$ cat config.mk
export PLATFORM = sky130hd
export DESIGN_NAME = ram_arbiter
export DESIGN_NICKNAME = d
export VERILOG_FILES = /design/src/rtl/cpu_types_pkg.sv /design/src/rtl/rr_picker.sv /design/src/rtl/ram_arbiter.sv
export SDC_FILE = /design/constraint.sdc
export NUM_CORES = 1
export LEC_CHECK = 0
export BUFFER_PORTS_ARGS = -buffer_cell sky130_fd_sc_hd__buf_2
export CORE_UTILIZATION = 25
export DETAILED_ROUTE_END_ITERATION = 10
export GPL_TIMING_DRIVEN = 0
export PLACE_DENSITY = 0.54
export SLEW_MARGIN = 25
export SYNTH_ARGS = -nofsm -noshare
export SYNTH_HDL_FRONTEND = slang
export SYNTH_SLANG_ARGS = --single-unit
$ cat constraint.sdc
create_clock -name CLK -period 2.5 [get_ports CLK]
set_clock_uncertainty 0.1 [all_clocks]
set_input_delay 0.375 -clock CLK [delete_from_list [all_inputs] [get_ports CLK]]
set_output_delay 0.375 -clock CLK [all_outputs]
set_load 0.005 [all_outputs]
$ cat src/rtl/cpu_types_pkg.sv
// cpu_types_pkg: shared word, RAM handshake and arbiter state types
package cpu_types_pkg;
    typedef logic [31:0] word_t;
    typedef enum logic [1:0] {FREE, BUSY, ACCESS, ERROR} ramstate_t;
    // ARB_ prefix keeps these distinct from the ramstate_t literals
    typedef enum logic [1:0] {ARB_IDLE, ARB_ACCESS, ARB_RESP} arb_state_t;
endpackage

$ cat src/rtl/rr_picker.sv
// rr_picker: round-robin priority encoder, first active index at or after rr_ptr
module rr_picker #(
    parameter int N_REQ = 4,
    parameter int IW = 2
) (
    input  logic [N_REQ-1:0] active,
    input  logic [IW-1:0]    rr_ptr,
    output logic [IW-1:0]    gid,
    output logic             any
);
    assign any = |active;
    always_comb begin
        gid = '0;
        for (int o = N_REQ - 1; o >= 0; o--)
            if (active[(int'(rr_ptr) + o) % N_REQ]) gid = IW'((int'(rr_ptr) + o) % N_REQ);
    end
endmodule

$ cat src/rtl/ram_arbiter.sv
// ram_arbiter: round-robin sharing of one RAM port, one transaction in flight with timeout
module ram_arbiter
    import cpu_types_pkg::*;
#(
    parameter int N_REQ = 4,
    parameter int TIMEOUT = 255
) (
    input  logic                CLK,
    input  logic                RST,
    input  logic [N_REQ-1:0]    req_ren,
    input  logic [N_REQ-1:0]    req_wen,
    input  logic [N_REQ*32-1:0] req_addr,
    input  logic [N_REQ*32-1:0] req_store,
    output logic [N_REQ-1:0]    req_done,
    output logic                req_err,
    output word_t               req_load,
    output logic                ramREN,
    output logic                ramWEN,
    output word_t               ramaddr,
    output word_t               ramstore,
    input  word_t               ramload,
    input  ramstate_t           ramstate
);
    localparam int IW = N_REQ > 1 ? $clog2(N_REQ) : 1;

    arb_state_t state_q, state_d;
    logic [IW-1:0] gid_q, gid_d, ptr_q, ptr_d, pick;
    word_t addr_q, addr_d, store_q, store_d, load_q, load_d;
    logic wr_q, wr_d, err_q, err_d, any;
    logic [7:0] cnt_q, cnt_d;

    rr_picker #(.N_REQ(N_REQ), .IW(IW)) u_pick (
        .active(req_ren | req_wen),
        .rr_ptr(ptr_q),
        .gid(pick),
        .any(any)
    );

    always_comb begin
        state_d = state_q;
        gid_d = gid_q;
        ptr_d = ptr_q;
        addr_d = addr_q;
        store_d = store_q;
        load_d = load_q;
        wr_d = wr_q;
        err_d = err_q;
        cnt_d = cnt_q;
        case (state_q)
            ARB_IDLE: if (any) begin
                gid_d = pick;
                ptr_d = (int'(pick) == N_REQ - 1) ? '0 : pick + 1'b1;
                addr_d = {req_addr[int'(pick)*32+2 +: 30], 2'b00};
                store_d = req_store[int'(pick)*32 +: 32];
                wr_d = req_wen[pick];
                load_d = '0;
                err_d = 1'b0;
                cnt_d = '0;
                state_d = ARB_ACCESS;
            end
            ARB_ACCESS: begin
                if (ramstate == ACCESS) begin
                    load_d = wr_q ? '0 : ramload;
                    err_d = 1'b0;
                    state_d = ARB_RESP;
                end else if (ramstate == ERROR || cnt_q == 8'(TIMEOUT - 1)) begin
                    err_d = 1'b1;
                    state_d = ARB_RESP;
                end else cnt_d = cnt_q + 8'd1;
            end
            default: state_d = ARB_IDLE;
        endcase
    end

    always_ff @(posedge CLK) begin
        if (RST) begin
            state_q <= ARB_IDLE;
            gid_q <= '0;
            ptr_q <= '0;
            addr_q <= '0;
            store_q <= '0;
            load_q <= '0;
            wr_q <= 1'b0;
            err_q <= 1'b0;
            cnt_q <= '0;
        end else begin
            state_q <= state_d;
            gid_q <= gid_d;
            ptr_q <= ptr_d;
            addr_q <= addr_d;
            store_q <= store_d;
            load_q <= load_d;
            wr_q <= wr_d;
            err_q <= err_d;
            cnt_q <= cnt_d;
        end
    end

    // RAM side is driven only from latched registers
    assign ramREN = state_q == ARB_ACCESS && !wr_q;
    assign ramWEN = state_q == ARB_ACCESS && wr_q;
    assign ramaddr = state_q == ARB_ACCESS ? addr_q : '0;
    assign ramstore = state_q == ARB_ACCESS ? store_q : '0;
    assign req_done = state_q == ARB_RESP ? N_REQ'(1) << gid_q : '0;
    assign req_err = state_q == ARB_RESP && err_q;
    assign req_load = state_q == ARB_RESP ? load_q : '0;
endmodule
==> run_results.csv <==
group,metric,value,unit
worst_setup_path,reg2reg_slack,180,ps
job,drv_cap,0,
min_path,hold_path.class,"in -> reg",
outcome,outcome,"finished clean",
sta,period_share,93.47,%
synth,synthCells,703,
clock_network,clock_sinks,110,
power_and_ir_drop,leakage,4.312,nW
global_route,grt_pass1_wl,37.97,mm
layout,syn2layout_area_growth,43.92,%
synth,synth_edf_count,0,
global_route,grt_use_met3,4.779,%
power_and_ir_drop,pwr-share-clk,29.1,%
route,drc,0,
layout,multi_input_area,3686,sq um
layout,finalNetCount,1408,
worst_setup_path,slowest_delay,310,ps
clock_network,clkLatencyLatePin,360,ps
sta,setup_slack,163.2,ps
place,io_buffers,391,
global_route,overflow,0,
sta,max_slew_margin,58.74,%
die,core,24320,sq um
die,chipWidth,159.7,um
sta,finalMaxSlewViolations,0,
layout,seqCellArea,2202,sq um
worst_setup_path,timing.rr.end,"addr_q[16]",
layout,layout_commonest_cell,"buf_2",
worst_setup_path,cp_data_arrival_time,1860,ps
global_route,grt_max_degree,21,
layout,final_cell_mix,"buf_2, mux2i_1, dfxtp_1, nand2_1, and2_1",
min_path,holdPathEnd,"load_q[13]",
power_and_ir_drop,p_sw_share,33.16,%
power_and_ir_drop,pwr_density_cell,599.6,nW/um^2
power_and_ir_drop,combinationalPowerShare,31.7,%
sta,final.setup.tns,0,ps
place,dpl_cell_area,8582,sq um
worst_setup_path,crit_chain,"clkbuf_4 > nor2b_1 > clkbuf_4 > clkbuf_4 > and2_1 > buf_2",
sta,hold_slack,165.5,ps
clock_network,htreeDepth,3,
synth,yosysUniqueCellTypes,51,
synth,synthArstFlopShare,0,%
min_path,hold_depth,3,
route,viasPerCell,4.690,
synth,synth_seq_cells,110,
die,fp-row-count,57,
global_route,met1_usage,23.17,%
place,hpwl,19.82,mm
clock_network,tritoncts,"yes",
global_route,track_usage,19.32,%
sta,layout_min_cycle_time,2337,ps
worst_setup_path,r2r-start,"ptr_q[1]",
worst_setup_path,cpMaxStageDelayCell,"dfxtp_1",
route,wl_per_cell,17.30,um
worst_setup_path,reg2reg_depth,6,
sta,worst_pin_slew,618.9,ps
synth,yosysWarnings,0,
die,start_util,25.56,%
power_and_ir_drop,seqPwrFrac,39.2,%
sta,hold_viol_final,0,
die,io_pins,403,
place,gp_congestion,0.9417,
route,wl,24.94,mm
sta,fmax,427.9,MHz
synth,syn_area,6216,sq um
clock_network,numCtsBuffers,9,
synth,avgSynthCellArea,8.842,sq um
worst_setup_path,crit_fanout,10,
sta,rsz0062_at_grt,"yes",
global_route,met2_usage,33.21,%
global_route,antenna_found_initial,9,
route,firstDrtPassIters,5,
worst_setup_path,path_class,"reg -> out",
clock_network,clkTransAtPathRegs,80,ps
layout,final_area,8946,sq um
power_and_ir_drop,power_switching,1.779,mW
worst_setup_path,cpMostUsedCell,"clkbuf_4",
route,drt_iter0_drc,227,
clock_network,clockBufferDepth,2,
synth,ys.flop_type,"dfxtp_1",
synth,seq_area_frac_synth,35.43,%
min_path,min_from,"ramload[13]",
route,ant_nets,0,
power_and_ir_drop,power.internal,3.585,mW
global_route,busiest_layer,"met2",
layout,drive_above_1_share,41.40,%
die,dieHeight,159.7,um
die,die-area,25500,sq um
worst_setup_path,critPathRequiredTime,2030,ps
worst_setup_path,cp-start-kind,"flop",
worst_setup_path,end_kind,"output port",
global_route,grt_pass1_vias,6714,
sta,setup_viol,0,
layout,fill_cells,2645,
route,vias,6763,
power_and_ir_drop,peakVddDrop,0.3738,mV
clock_network,ctsRootBufferMaster,"clkbuf_16",
place,post-place-ws,-159.3,ps
==> state kept, by name, summed over array words and instances, names as in the netlist <==
name / cells
err_q: 1
addr_q: 30
cnt_q: 8
wr_q: 1
store_q: 32
load_q: 32
ptr_q: 2
state_q: 2
gid_q: 2
==> worst max-delay path, delay by kind of cell, from the launching register on <==
family	cells	cell delay (ps)
buf+inv	4	830
simple gates	2	360
flops	1	310
==> metal layers <==
| layer | share of wire [%] | vias to the layer above |
|---|---|---|
| li1 | - | 3337 |
| met2 | 50 | 267 |
| met3 | 6.6 | 22 |
| met4 | 1.5 | 2 |
| met1 | 42 | 3135 |
| met5 | 0.032 | - |
==> cell families (layout without fill, tap and decap cells) <==
group	Yosys count	in the layout	synth area share, %
simple gates	274	274	22.77
mux	126	126	20.29
compound gates	118	118	14.79
flops	110	110	35.43
buf+inv	66	473	5.415
xor+xnor	6	6	0.8454
fa+ha+maj	2	2	0.4025
other cells	1	9	0.06033
==> worst max-delay path by stage <==
stage                     from           end  cells past startpoint
CTS                 state_q[0]        ramREN                      5
finish              state_q[0]   ramaddr[22]                      6
global placement    state_q[0]  ramstore[21]                      6
global route        state_q[1]   req_done[2]                      6
detailed placement  state_q[0]  ramstore[21]                      6
floorplan           req_ren[1]    addr_q[10]                      6
==> per-stage QoR <==
step	util [%]	std cells	total power, mW
2_1_floorplan	-	704	3.164
3_3_place_gp	35.29	1419	3.846
3_5_place_dp	35.29	1419	3.853
4_1_cts	36.66	1435	5.451
5_1_grt	36.79	1442	5.683
6_report	36.79	1442	5.364
==> synthesized netlist by cell type (all sizes together), types with 3 or more instances <==
cell    instances  area share [%]
a211oi          5            0.85
a21oi          37             3.0
and2           97             9.8
and3            3            0.30
buf            27             2.9
clkbuf         33             2.1
dfxtp         110              35
inv             6            0.36
mux2i         126              20
nand2          99             6.0
nand3          35             2.8
nor2           21             1.5
nor3            3            0.32
o21ai           3            0.24
o221ai         63             8.9
xor2            4            0.56
==> repair_timing <==
item	4_1_cts	5_1_grt
resized for setup	10	13
hold buffers	0	0
pin swaps	0	0
buffers inserted	0	0
gates cloned	0	0
endpoints found under the setup margin	63	50
==> final cells by class <==
type                       count  area share, %
clock buffer                   9          2.517
tap                          324          4.531
clock inverter                 7          1.035
antenna                        7         0.1958
inverter                       6         0.2517
buffer                        60          3.776
sequential                   110          24.62
multi-input combinational    528          41.20
timing repair buffer         391          21.87
==> power by group through the flow <==
stage / clock [mW] / sequential, mW / combinational [mW]
floorplan: 0 / 2.10 / 1.06
CTS: 1.62 / 2.10 / 1.73
global route: 1.69 / 2.13 / 1.86
detailed placement: 0 / 2.14 / 1.72
global placement: 0 / 2.13 / 1.71
finish: 1.56 / 2.10 / 1.70
Power figures use the tool's default switching activity.
